--- config.mk ---
export PLATFORM = sky130hd
export DESIGN_NAME = freq_meter
export DESIGN_NICKNAME = d
export VERILOG_FILES = /design/src/rtl/clock_pkg.sv /design/src/rtl/sync_edge.sv /design/src/rtl/freq_meter.sv
export SDC_FILE = /design/constraint.sdc
export NUM_CORES = 1
export LEC_CHECK = 0
export BUFFER_PORTS_ARGS = -buffer_cell sky130_fd_sc_hd__buf_2
export CAP_MARGIN = 20
export CORE_MARGIN = 10
export CORE_UTILIZATION = 63
export DETAILED_ROUTE_END_ITERATION = 12
export PLACE_DENSITY = 0.84
export SLEW_MARGIN = 30
export SYNTH_ARGS = -nofsm -noshare
export SYNTH_HDL_FRONTEND = slang
export SYNTH_SLANG_ARGS = --single-unit
--- constraint.sdc ---
create_clock -name clk -period 4.9 [get_ports clk]
set_input_delay 0.49 -clock clk [delete_from_list [all_inputs] [get_ports clk]]
set_output_delay 0.49 -clock clk [all_outputs]
set_load 0.01 [all_outputs]
--- src/rtl/clock_pkg.sv ---
// Shared constants and types for the clock design: system clock rate,
// default measurement width and the frequency-meter state encoding.
package clock_pkg;

    localparam int CLK_HZ = 12000000;
    localparam int FREQ_W = 24;

    typedef enum logic {
        IDLE = 1'b0,
        GATE = 1'b1
    } meter_state_e;

endpackage

--- src/rtl/sync_edge.sv ---
// Multi-flop synchroniser for an asynchronous input followed by a one-flop
// history stage; rise pulses for one clk cycle per synchronised rising edge.
module sync_edge #(
    parameter int SYNC_STAGES = 2
) (
    input  logic clk,
    input  logic rst_n,
    input  logic async_in,
    output logic rise
);

    logic [SYNC_STAGES-1:0] sync_reg;
    logic [SYNC_STAGES-1:0] sync_next;
    logic                   hist_reg;

    assign sync_next[0] = async_in;

    generate
        for (genvar gi = 1; gi < SYNC_STAGES; gi++) begin : g_chain
            assign sync_next[gi] = sync_reg[gi-1];
        end
    endgenerate

    always_ff @(posedge clk or negedge rst_n) begin
        if (!rst_n) begin
            sync_reg <= '0;
            hist_reg <= 1'b0;
        end else begin
            sync_reg <= sync_next;
            hist_reg <= sync_reg[SYNC_STAGES-1];
        end
    end

    // Last synchroniser stage is the "current" level, history is the previous one.
    assign rise = sync_reg[SYNC_STAGES-1] & ~hist_reg;

endmodule

--- src/rtl/freq_meter.sv ---
// Gated edge counter: counts synchronised rising edges of sig_in over
// back-to-back windows of GATE_CYCLES clocks and publishes a saturated result.
module freq_meter
    import clock_pkg::*;
#(
    parameter int GATE_CYCLES = CLK_HZ,
    parameter int CNT_W       = FREQ_W
) (
    input  logic             clk,
    input  logic             rst_n,
    input  logic             sig_in,
    input  logic             enable,
    output logic [CNT_W-1:0] freq,
    output logic             freq_valid,
    output logic             overflow,
    output logic             busy
);

    localparam int                 GATE_W    = $clog2(GATE_CYCLES);
    localparam logic [GATE_W-1:0]  GATE_LAST = GATE_W'(GATE_CYCLES - 1);
    localparam logic [CNT_W-1:0]   CNT_MAX   = '1;

    meter_state_e      state_reg, state_next;
    logic [GATE_W-1:0] gate_cnt_reg, gate_cnt_next;
    logic [CNT_W-1:0]  edge_cnt_reg, edge_cnt_next;
    logic              sat_reg, sat_next;
    logic [CNT_W-1:0]  freq_reg, freq_next;
    logic              overflow_reg, overflow_next;
    logic              valid_reg, valid_next;

    logic              rise;
    logic [CNT_W:0]    edge_sum;
    logic              edge_carry;
    logic [CNT_W-1:0]  edge_sat;

    sync_edge #(
        .SYNC_STAGES (2)
    ) u_sync_edge (
        .clk      (clk),
        .rst_n    (rst_n),
        .async_in (sig_in),
        .rise     (rise)
    );

    // One extra bit catches the step past the maximum; the count then sticks there.
    always_comb begin
        edge_sum   = {1'b0, edge_cnt_reg} + {{CNT_W{1'b0}}, rise};
        edge_carry = edge_sum[CNT_W];
        edge_sat   = edge_carry ? CNT_MAX : edge_sum[CNT_W-1:0];
    end

    always_comb begin
        state_next    = state_reg;
        gate_cnt_next = gate_cnt_reg;
        edge_cnt_next = edge_cnt_reg;
        sat_next      = sat_reg;
        freq_next     = freq_reg;
        overflow_next = overflow_reg;
        valid_next    = 1'b0;

        case (state_reg)
            IDLE: begin
                gate_cnt_next = '0;
                edge_cnt_next = '0;
                sat_next      = 1'b0;
                if (enable) begin
                    state_next = GATE;
                end
            end

            GATE: begin
                if (gate_cnt_reg == GATE_LAST) begin
                    // Terminal cycle: an edge seen now still belongs to this window.
                    freq_next     = edge_sat;
                    overflow_next = sat_reg | edge_carry;
                    valid_next    = 1'b1;
                    gate_cnt_next = '0;
                    edge_cnt_next = '0;
                    sat_next      = 1'b0;
                    if (!enable) begin
                        state_next = IDLE;
                    end
                end else if (!enable) begin
                    state_next    = IDLE;
                    gate_cnt_next = '0;
                    edge_cnt_next = '0;
                    sat_next      = 1'b0;
                end else begin
                    gate_cnt_next = gate_cnt_reg + GATE_W'(1);
                    edge_cnt_next = edge_sat;
                    sat_next      = sat_reg | edge_carry;
                end
            end

            default: begin
                state_next = IDLE;
            end
        endcase
    end

    always_ff @(posedge clk or negedge rst_n) begin
        if (!rst_n) begin
            state_reg    <= IDLE;
            gate_cnt_reg <= '0;
            edge_cnt_reg <= '0;
            sat_reg      <= 1'b0;
            freq_reg     <= '0;
            overflow_reg <= 1'b0;
            valid_reg    <= 1'b0;
        end else begin
            state_reg    <= state_next;
            gate_cnt_reg <= gate_cnt_next;
            edge_cnt_reg <= edge_cnt_next;
            sat_reg      <= sat_next;
            freq_reg     <= freq_next;
            overflow_reg <= overflow_next;
            valid_reg    <= valid_next;
        end
    end

    assign freq       = freq_reg;
    assign freq_valid = valid_reg;
    assign overflow   = overflow_reg;
    assign busy       = (state_reg == GATE);

endmodule
Word level (Yosys, flattened, before mapping)
Index checks and enable logic that the tools add are counted.
{ "word_totals": {"reg_bits": 79, "out_inout_bits": 27, "wordCells": 30} }
{ "classes": {"n_addsub": 2, "eq_ne": 1, "n_mux": 13, "n_bitwise": 4, "reduce_logical": 1} }
{ "ops": {"columns": ["cell", "n"], "rows": [
  ["24-bit 2-to-1 mux", 5],
  ["24-bit case mux with 2 select lines", 2],
  ["24-bit by 1-bit adder with 25-bit output", 1],
  ["24-bit by 1-bit adder with 24-bit output (second input constant)", 1],
  ["24-bit equality test (second input constant)", 1],
  ["1-bit 2-to-1 mux", 5],
  ["1-bit NOT", 2],
  ["1-bit case mux with 2 select lines", 1],
  ["2-bit AND reduction", 1],
  ["1-bit bitwise AND", 1],
  ["1-bit bitwise OR", 1]
]} }

Depth between registers and ports, before layout
Gate-level depths: netlist of run 1.
{ "logic_depth": {"ltp_word": 7, "mapped_depth": 10, "mapped_depth_nobuf": 8} }

Modules after synthesis
A second synthesis of run 1 with hierarchy kept.
{ "hier_totals": {"cells_unflattened": 351, "hier_area_um2": 3538.4} }
{ "modules_own_cells": {"columns": ["mod", "instances", "cells_per_inst", "area_each_um2", "seq_area_each_um2"], "rows": [
  ["freq_meter", 1, 347, 3449.6, 1901.8],
  ["sync_edge", 1, 4, 88.8, 75.1]
]} }

Worst setup path after synthesis of run 1
No wires, ideal clock.
{ "synth_path": {"kind": "register -> register", "from": "register u_sync_edge.hist_reg", "to": "register freq_reg[14], in the netlist freq[14]", "setup_time_ps": 79, "arrival_time_ps": 1984, "slack_ps": 2836, "stages_incl_launch_ff": 11, "path_buffers": 2, "cell_sequence": "dfrtp_1 nor2b_1 ha_1 ha_1 nand3_2 nor4_4 and2_1 buf_4 buf_6 nor2_1 a2bb2oi_1"} }
{ "synth_between": {"elab_chain_cells": 4} }
{ "synth_rtl": {"columns": ["item", "line", "rtl"], "rows": [
  ["start, declared", "sync_edge.sv:14", "logic hist_reg;"],
  ["start signal, assigned", "sync_edge.sv:30", "hist_reg <= sync_reg[SYNC_STAGES-1];"],
  ["1-bit NOT", "sync_edge.sv:35", "assign rise = sync_reg[SYNC_STAGES-1] & ~hist_reg;"],
  ["1-bit bitwise AND", "sync_edge.sv:35", null],
  ["24-bit by 1-bit adder with 25-bit output", "freq_meter.sv:47", "edge_sum = {1'b0, edge_cnt_reg} + {{CNT_W{1'b0}}, rise};"],
  ["24-bit 2-to-1 mux", "freq_meter.sv:49", "edge_sat = edge_carry ? CNT_MAX : edge_sum[CNT_W-1:0];"],
  ["end signal, assigned", "freq_meter.sv:115", "freq_reg <= freq_next;"],
  ["end, declared", "freq_meter.sv:27", "logic [CNT_W-1:0] freq_reg, freq_next;"]
]} }
Every way passes these cells.
A chain may end at the register's enable or synchronous reset.

Worst setup path in the final report of run 1
{ "layout_path": {"from": "register u_sync_edge.sync_reg[1]", "to": "register freq_reg[6], in the netlist freq[6]"} }
{ "layout_between": {"elab_chain_cells": 3} }
{ "layout_rtl": {"columns": ["item", "line", "rtl"], "rows": [
  ["start, declared", "sync_edge.sv:12", "logic [SYNC_STAGES-1:0] sync_reg;"],
  ["start signal, assigned", "sync_edge.sv:29", "sync_reg <= sync_next;"],
  ["1-bit bitwise AND", "sync_edge.sv:35", null],
  ["24-bit by 1-bit adder with 25-bit output", "freq_meter.sv:47", null],
  ["24-bit 2-to-1 mux", "freq_meter.sv:49", null]
]} }
Every way passes these cells.

==> results of run 1 <==
==> synthesized netlist by cell type, types with 5 or more instances <==
cell type / n / area (um^2)
o21ai_0: 10 / 50.1
nor4_1: 6 / 37.5
a2bb2oi_1: 6 / 52.6
xor2_1: 23 / 201
nand2_1: 31 / 116
o21ai_1: 7 / 35.0
and4_1: 5 / 43.8
xnor2_1: 16 / 140
nor3_1: 8 / 40.0
nor2_1: 74 / 278
dfrtp_1: 79 / 1980
nand3_1: 23 / 115
buf_2: 6 / 30.0
inv_1: 7 / 26.3
a21oi_1: 10 / 50.1
nand4_1: 10 / 62.6
and3_1: 7 / 43.8
==> per-stage QoR <==
step | setup WS (ns) | instances | power (uW) | cell area, um^2 | util [%]
global route | 2.06 | 470 | 1310 | 4060 | 73.3
finish | 2.27 | 470 | 1270 | 4060 | 73.3
floorplan | 2.84 | 362 | 678 | 3600 | -
CTS | 2.31 | 470 | 1270 | 4050 | 73.1
global placement | 2.26 | 452 | 694 | 3780 | 68.2
detailed placement | 2.38 | 454 | 695 | 3800 | 68.6
==> where the power goes <==
part	total [uW]	switching, uW	internal [uW]
clock	585	233	352
sequential	656	2.31	654
combinational	24.9	20.8	4.08
total	1270	256	1010
==> how the worst max path moves through the flow <==
stage / slack, ns / to / cells past startpoint / from
after floorplan: 2.84 / freq[14] / 10 / u_sync_edge.hist_reg
after global placement: 2.26 / freq[6] / 5 / gate_cnt_reg[13]
after detailed placement: 2.38 / freq[6] / 8 / u_sync_edge.sync_reg[1]
after CTS: 2.31 / freq[6] / 8 / u_sync_edge.sync_reg[1]
after global routing: 2.06 / freq[2] / 8 / u_sync_edge.sync_reg[1]
final: 2.27 / freq[6] / 8 / u_sync_edge.sync_reg[1]
==> layer usage <==
layer,vias up,routed length [um],share of wire (%)
met5,-,0,0
met4,0,169,2.2
met3,18,520,6.8
met2,81,3830,50
met1,1340,3180,41
li1,1307,-,-
==> worst max-delay path, delay by kind of cell (launching register included) <==
family / cells / cell delay, ns
AOI/OAI and AO/OA: 1 / 0.20
adders and majority gates: 2 / 0.44
DFF: 1 / 0.36
and+or+nand+nor: 5 / 1.56
==> logic make-up after synthesis <==
| family | Yosys count |
|---|---|
| xor gates and xnor gates | 39 |
| AOI/OAI and AO/OA | 37 |
| muxes | 3 |
| and+or+nand+nor | 182 |
| DFF | 79 |
| buffers and inverters | 19 |
| adders and majority gates | 3 |
==> area by class of cell <==
type                    count  share of cell area [%]
flip-flops and latches     79                    48.7
multi-input cells         264                    38.0
repair buffers             32                    4.41
clock buffers              11                    3.48
clock inverters             5                    2.59
well taps                  72                    2.22
inverters                   7                   0.647
==> results.toml, run 1 <==
[outcome]
status = "completed"

[timing]
fin_crit_ns = 2.63
finalCritPeriodShare_pct = 53.8
drv_slew = 0
fmax_mhz = 380
tightest_slew_ns = 0.723
rsz0062_at_grt = "false"
hold_ws_ns = 0.141
hold_violations = 0
skew_ns = 0.00903
setup_viol = 0
tns_ns = 0
max-slew-margin-rel_pct = 51.4

[synthesis]
synthAdderAreaFrac_pct = 1.04
synthSimpleGateAreaFrac_pct = 25.1
yosysUniqueCellTypes = 40
syn_area_mm2 = 0.00360
synth-edff-count = 0
yosysWarningCount = 0
syn-num-nets = 369
seq_area_frac_synth_pct = 54.8
syn_inst = 362
synth_top_family_by_area = "simple AND/OR/NAND/NOR gates"
synth-seq-cells = 79
synthFlopType = "dfrtp_1"
synth-async-reset-ratio_pct = 100
synth_compound_area_share_pct = 6.07
synth_area_per_cell_um2 = 9.96
synthMuxAreaShare_pct = 0.868
synthXorXnorAreaFrac_pct = 9.48

[worst_setup_path]
r2r-start = "u_sync_edge.sync_reg[1]"
worstPathCellList = "nor2b_1 -> ha_1 -> ha_1 -> nand3_2 -> nor4_4 -> and2_1 -> nor2_1 -> o21ai_0"
ff2ff_path_depth = 8
crit_fanout = 16
r2r-end = "freq[6]"
rrSetupSlack_ns = 2.27
critPathKind = "reg2reg"
endpoint_kind = "register"
cp_slowest_cell = "and2_1"
cp_common_cell = "ha_1"
arrival_ns = 2.91
cpPeakStageDelay_ns = 0.57
required_ns = 5.17
cp-start-kind = "register"

[detailed_routing]
wl_um = 7700
drc_errors = 0
wl_per_cell_um = 16.4
drt-pass1-iter-count = 4
avgViaCountPerCell = 5.84
ant_nets = 0
vias = 2746
drt-initial-drc-count = 230

[pwr]
total_leakage_power_uw = 0.00185
p_per_area_mw_per_mm2 = 312
ir_drop_v = 0.000229

[global_routing]
antenna_found_initial = 0
grt.total_usage_pct = 18.0
grt_pass1_vias = 2716
grtUsageMet1_pct = 22.0
globalRouteMet2Util_pct = 29.1
globalRoute.totalOverflow = 0
grt_first_pass_wirelength_um = 12900
grt_start_max_net_pins = 80
top_usage_layer = "met2"
use_met3_pct = 4.87

[layout]
multi_input_area_mm2 = 0.00154
num-fill-cells = 400
diodes = 0
drive_above_1_share_pct = 14.6
layout-area-overhead-vs-synth_pct = 12.7
ff_latch_area_mm2 = 0.00198
final_nets = 400
mostFrequentLayoutCell = "dfrtp_1"
layout_common_cells = "dfrtp_1 (79), nor2_1 (74), nand2_1 (31)"

[run]
cap_viol_max_count = 0

[die]
start_util_pct = 65.1
fp.dieW_um = 95.6
die_area_mm2 = 0.00915
die_h_um = 95.6
rows = 27
coreArea_mm2 = 0.00554
ios = 31

[placement]
port_buffers = 30
dp_hpwl_um = 5310
gp_congestion = 0.912

[clocking]
cts_buffer_depth = 2
h-tree-depth = 3
cts.sinks = 79
cts_buffers = 9
clk_latency_ns = 0.35
cts-root-buf = "clkbuf_8"
post_cts_buffers = 0
cts.clk_slew.worst_paths_ns = 0.08
cts_resized = 0
cts-hold-fix-buffers = 0
tritoncts = "done"

[min_path]
hold_class = "in2async"
No activity file was read; power rests on OpenSTA's default activity.
==> inputs of run 2 (changes only) <==
--- a/config.mk
+++ b/config.mk
@@ -5,12 +5,13 @@
 export SDC_FILE = /design/constraint.sdc
 export NUM_CORES = 1
 export LEC_CHECK = 0
+export ABC_AREA = 1
 export BUFFER_PORTS_ARGS = -buffer_cell sky130_fd_sc_hd__buf_2
 export CAP_MARGIN = 20
 export CORE_MARGIN = 10
-export CORE_UTILIZATION = 63
+export CORE_UTILIZATION = 60
 export DETAILED_ROUTE_END_ITERATION = 12
-export PLACE_DENSITY = 0.84
+export PLACE_DENSITY = 0.79
 export SLEW_MARGIN = 30
 export SYNTH_ARGS = -nofsm -noshare
 export SYNTH_HDL_FRONTEND = slang
==> constraint.sdc (replaced) <==
create_clock -name clk -period 2.65 [get_ports clk]
set_input_delay 0.265 -clock clk [delete_from_list [all_inputs] [get_ports clk]]
set_output_delay 0.265 -clock clk [all_outputs]
set_load 0.01 [all_outputs]
==> run 2 against run 1 <==
Compared with the run above: power up 79%; critical path depth up 4; design area up 15%; largest power group unchanged; hold slack worse by 0.12 ns; combinational power up 110%; sequential power up 84%; critical path type unchanged.
==> results.toml, run 2 <==
[placement]
place_ws_ns = 0.737
dp_hpwl_um = 6530
gp_congestion = 0.914
port_buffers = 30

[timing]
finalCritPeriodShare_pct = 72.7
drv_slew = 0
tightest_slew_ns = 0.692
fin_crit_ns = 1.93
setup_viol = 0
rsz0062_at_grt = "false"
max-slew-margin-rel_pct = 53.8
skew_ns = 0.00971
hold_violations = 0
fmax_mhz = 519
postLayoutSetupSlackWorst_ns = 0.723
tns_ns = 0

[clocking]
cts.clk_slew.worst_paths_ns = 0.08
tritoncts = "done"
post_cts_buffers = 0
h-tree-depth = 3
cts_buffers = 9
cts-root-buf = "clkbuf_8"
cts_buffer_depth = 2
cts.sinks = 79
clk_latency_ns = 0.36

[layout]
utilization_pct = 68.7
multi_input_area_mm2 = 0.00190
ff_latch_area_mm2 = 0.00198
mostFrequentLayoutCell = "nand2_1"
final_nets = 587
diodes = 0
drive_above_1_share_pct = 14.7
layout-area-overhead-vs-synth_pct = 11.0
num-fill-cells = 597
layout_common_cells = "nand2_1 (177), dfrtp_1 (79), nor2_1 (68)"

[worst_setup_path]
rrSetupSlack_ns = 0.72
r2r-start = "u_sync_edge.sync_reg[1]"
cp_num_buf_inv = 2
endpoint_kind = "register"
worstPathCellList = "inv_1 -> nor2_1 -> ha_1 -> ha_1 -> nand2_1 -> nor2_4 -> nand2_2 -> inv_2 -> nand2_4 -> nand3_1 -> nand2_1 -> nand2_1"
cp-start-kind = "register"
r2r-end = "freq[15]"
critPathLaunch = "u_sync_edge.sync_reg[1]"
ff2ff_path_depth = 12
required_ns = 2.90
cpPeakStageDelay_ns = 0.39
arrival_ns = 2.18
critPathKind = "reg2reg"
crit_fanout = 26
crit_family = "simple AND/OR/NAND/NOR gates"
cp_slowest_cell = "dfrtp_1"
cp_common_cell = "nand2_1"
crit_path_end = "freq[15]"
cp.depth = 12

[synthesis]
synth-async-reset-ratio_pct = 100
synth-seq-cells = 79
synth.area.top_cells = "dfrtp_1 (47%), nand2_1 (16%), nor2_1 (6.1%), inv_1 (5.6%), nand3_1 (4.0%)"
yosysUniqueCellTypes = 32
synth-edff-count = 0
synth_top_area_share_pct = 47.0
synthFlopType = "dfrtp_1"
syn_inst = 544
yosysWarningCount = 0
synth_largest_area_cell = "dfrtp_1"
synth_common_cells = "nand2_1 (177), dfrtp_1 (79), nor2_1 (68), inv_1 (63), nand3_1 (34)"
synth_most_common_cell = "nand2_1"
syn_area_mm2 = 0.00420
syn-num-nets = 551
synth_area_per_cell_um2 = 7.73
seq_area_frac_synth_pct = 47.0

[global_routing]
globalRoute.totalOverflow = 0
antenna_found_initial = 0
grt_start_max_net_pins = 80
use_met3_pct = 5.02
grt_first_pass_wirelength_um = 15500
top_usage_layer = "met2"
globalRouteMet2Util_pct = 25.5
grtUsageMet1_pct = 22.8
grt.total_usage_pct = 17.0
grt_pass1_vias = 3341

[detailed_routing]
vias = 3524
drt-initial-drc-count = 243
avgViaCountPerCell = 5.17
ant_nets = 0
wl_per_cell_um = 13.1
drc_errors = 0
wl_um = 8950
drt-pass1-iter-count = 4

[die]
fp.dieW_um = 104
die_h_um = 104
start_util_pct = 61.9
die_area_mm2 = 0.0108
rows = 30
coreArea_mm2 = 0.00679
ios = 31

[outcome]
status = "completed"

[pwr]
total_leakage_power_uw = 0.00237
ir_drop_v = 0.000316
p_per_area_mw_per_mm2 = 485

[min_path]
hold_class = "in2reg"

[run]
cap_viol_max_count = 0
-- run 2: cell count changes after synthesis, sizes merged, moves of 4 or more --
cell,before,now
nand2,32,186
xnor2,16,3
and3,7,0
a21oi,10,20
nand3,25,37
nand4,11,7
nor2,74,83
nor4,9,0
a2bb2oi,6,0
xor2,23,11
inv,7,66
and4,5,0
-- run 2: power by group --
group / switching (uW) / internal (uW)
clock network: 442 / 556
registers: 3.48 / 1210
logic: 42.2 / 9.51
total: 487 / 1780
-- run 2: how the worst min path moves through the flow --
stage                                       start                      end  slack (ns)  cells after the start
after floorplan                             rst_n                     busy       -0.03                      0
after detailed placement  u_sync_edge.sync_reg[0]  u_sync_edge.sync_reg[1]        0.37                      0
after CTS                                  sig_in  u_sync_edge.sync_reg[0]       0.004                      1
final                                      sig_in  u_sync_edge.sync_reg[0]        0.02                      1
after global placement    u_sync_edge.sync_reg[1]     u_sync_edge.hist_reg        0.36                      0
after global routing                       sig_in  u_sync_edge.sync_reg[0]       0.003                      1
-- run 2: repair_timing --
action                                 CTS  global route
resized for setup                        0             0
endpoints found under the hold margin    0            43
hold buffers                             0             1
-- run 2: kinds of logic after synthesis --
logic type,count (synthesis),synth area share (%)
and+or+nand+nor,333,35.8
AOI/OAI and AO/OA,39,5.66
adders and majority gates,3,0.893
xor gates and xnor gates,14,2.92
buffers and inverters,76,7.71
DFF,79,47.0
-- run 2: layout make-up --
type,instances,area share (%)
clock buffers,11,3.03
clock inverters,5,1.74
inverters,66,5.31
multi-input cells,389,40.8
flip-flops and latches,79,42.4
well taps,96,2.57
repair buffers,35,4.21
-- run 2: layer usage --
layer	share of wire, %	routed length (um)	up-vias
met4	1.9	172	0
met5	0	0	-
li1	-	-	1773
met2	44	3960	101
met3	6.0	538	21
met1	48	4280	1629
-- run 2: worst reg2reg max path, cell delays in order, from the launching register on --
cell and delay [ns]:
dfrtp_1 0.39, inv_1 0.05, nor2_1 0.03, ha_1 0.18
ha_1 0.20, nand2_1 0.11, nor2_4 0.06, nand2_2 0.13
inv_2 0.10, nand2_4 0.27, nand3_1 0.17, nand2_1 0.08
nand2_1 0.04
-- run 2: metrics by stage --
stage	total power (uW)	std cells	instance area, um^2	hold slack (ns)
after CTS	2280	680	4650	0.00437
after global placement	1290	664	4430	0.361
after global routing	2330	681	4670	0.00298
after detailed placement	1290	664	4430	0.368
after floorplan	1260	544	4200	-0.0306
final	2260	681	4670	0.0178
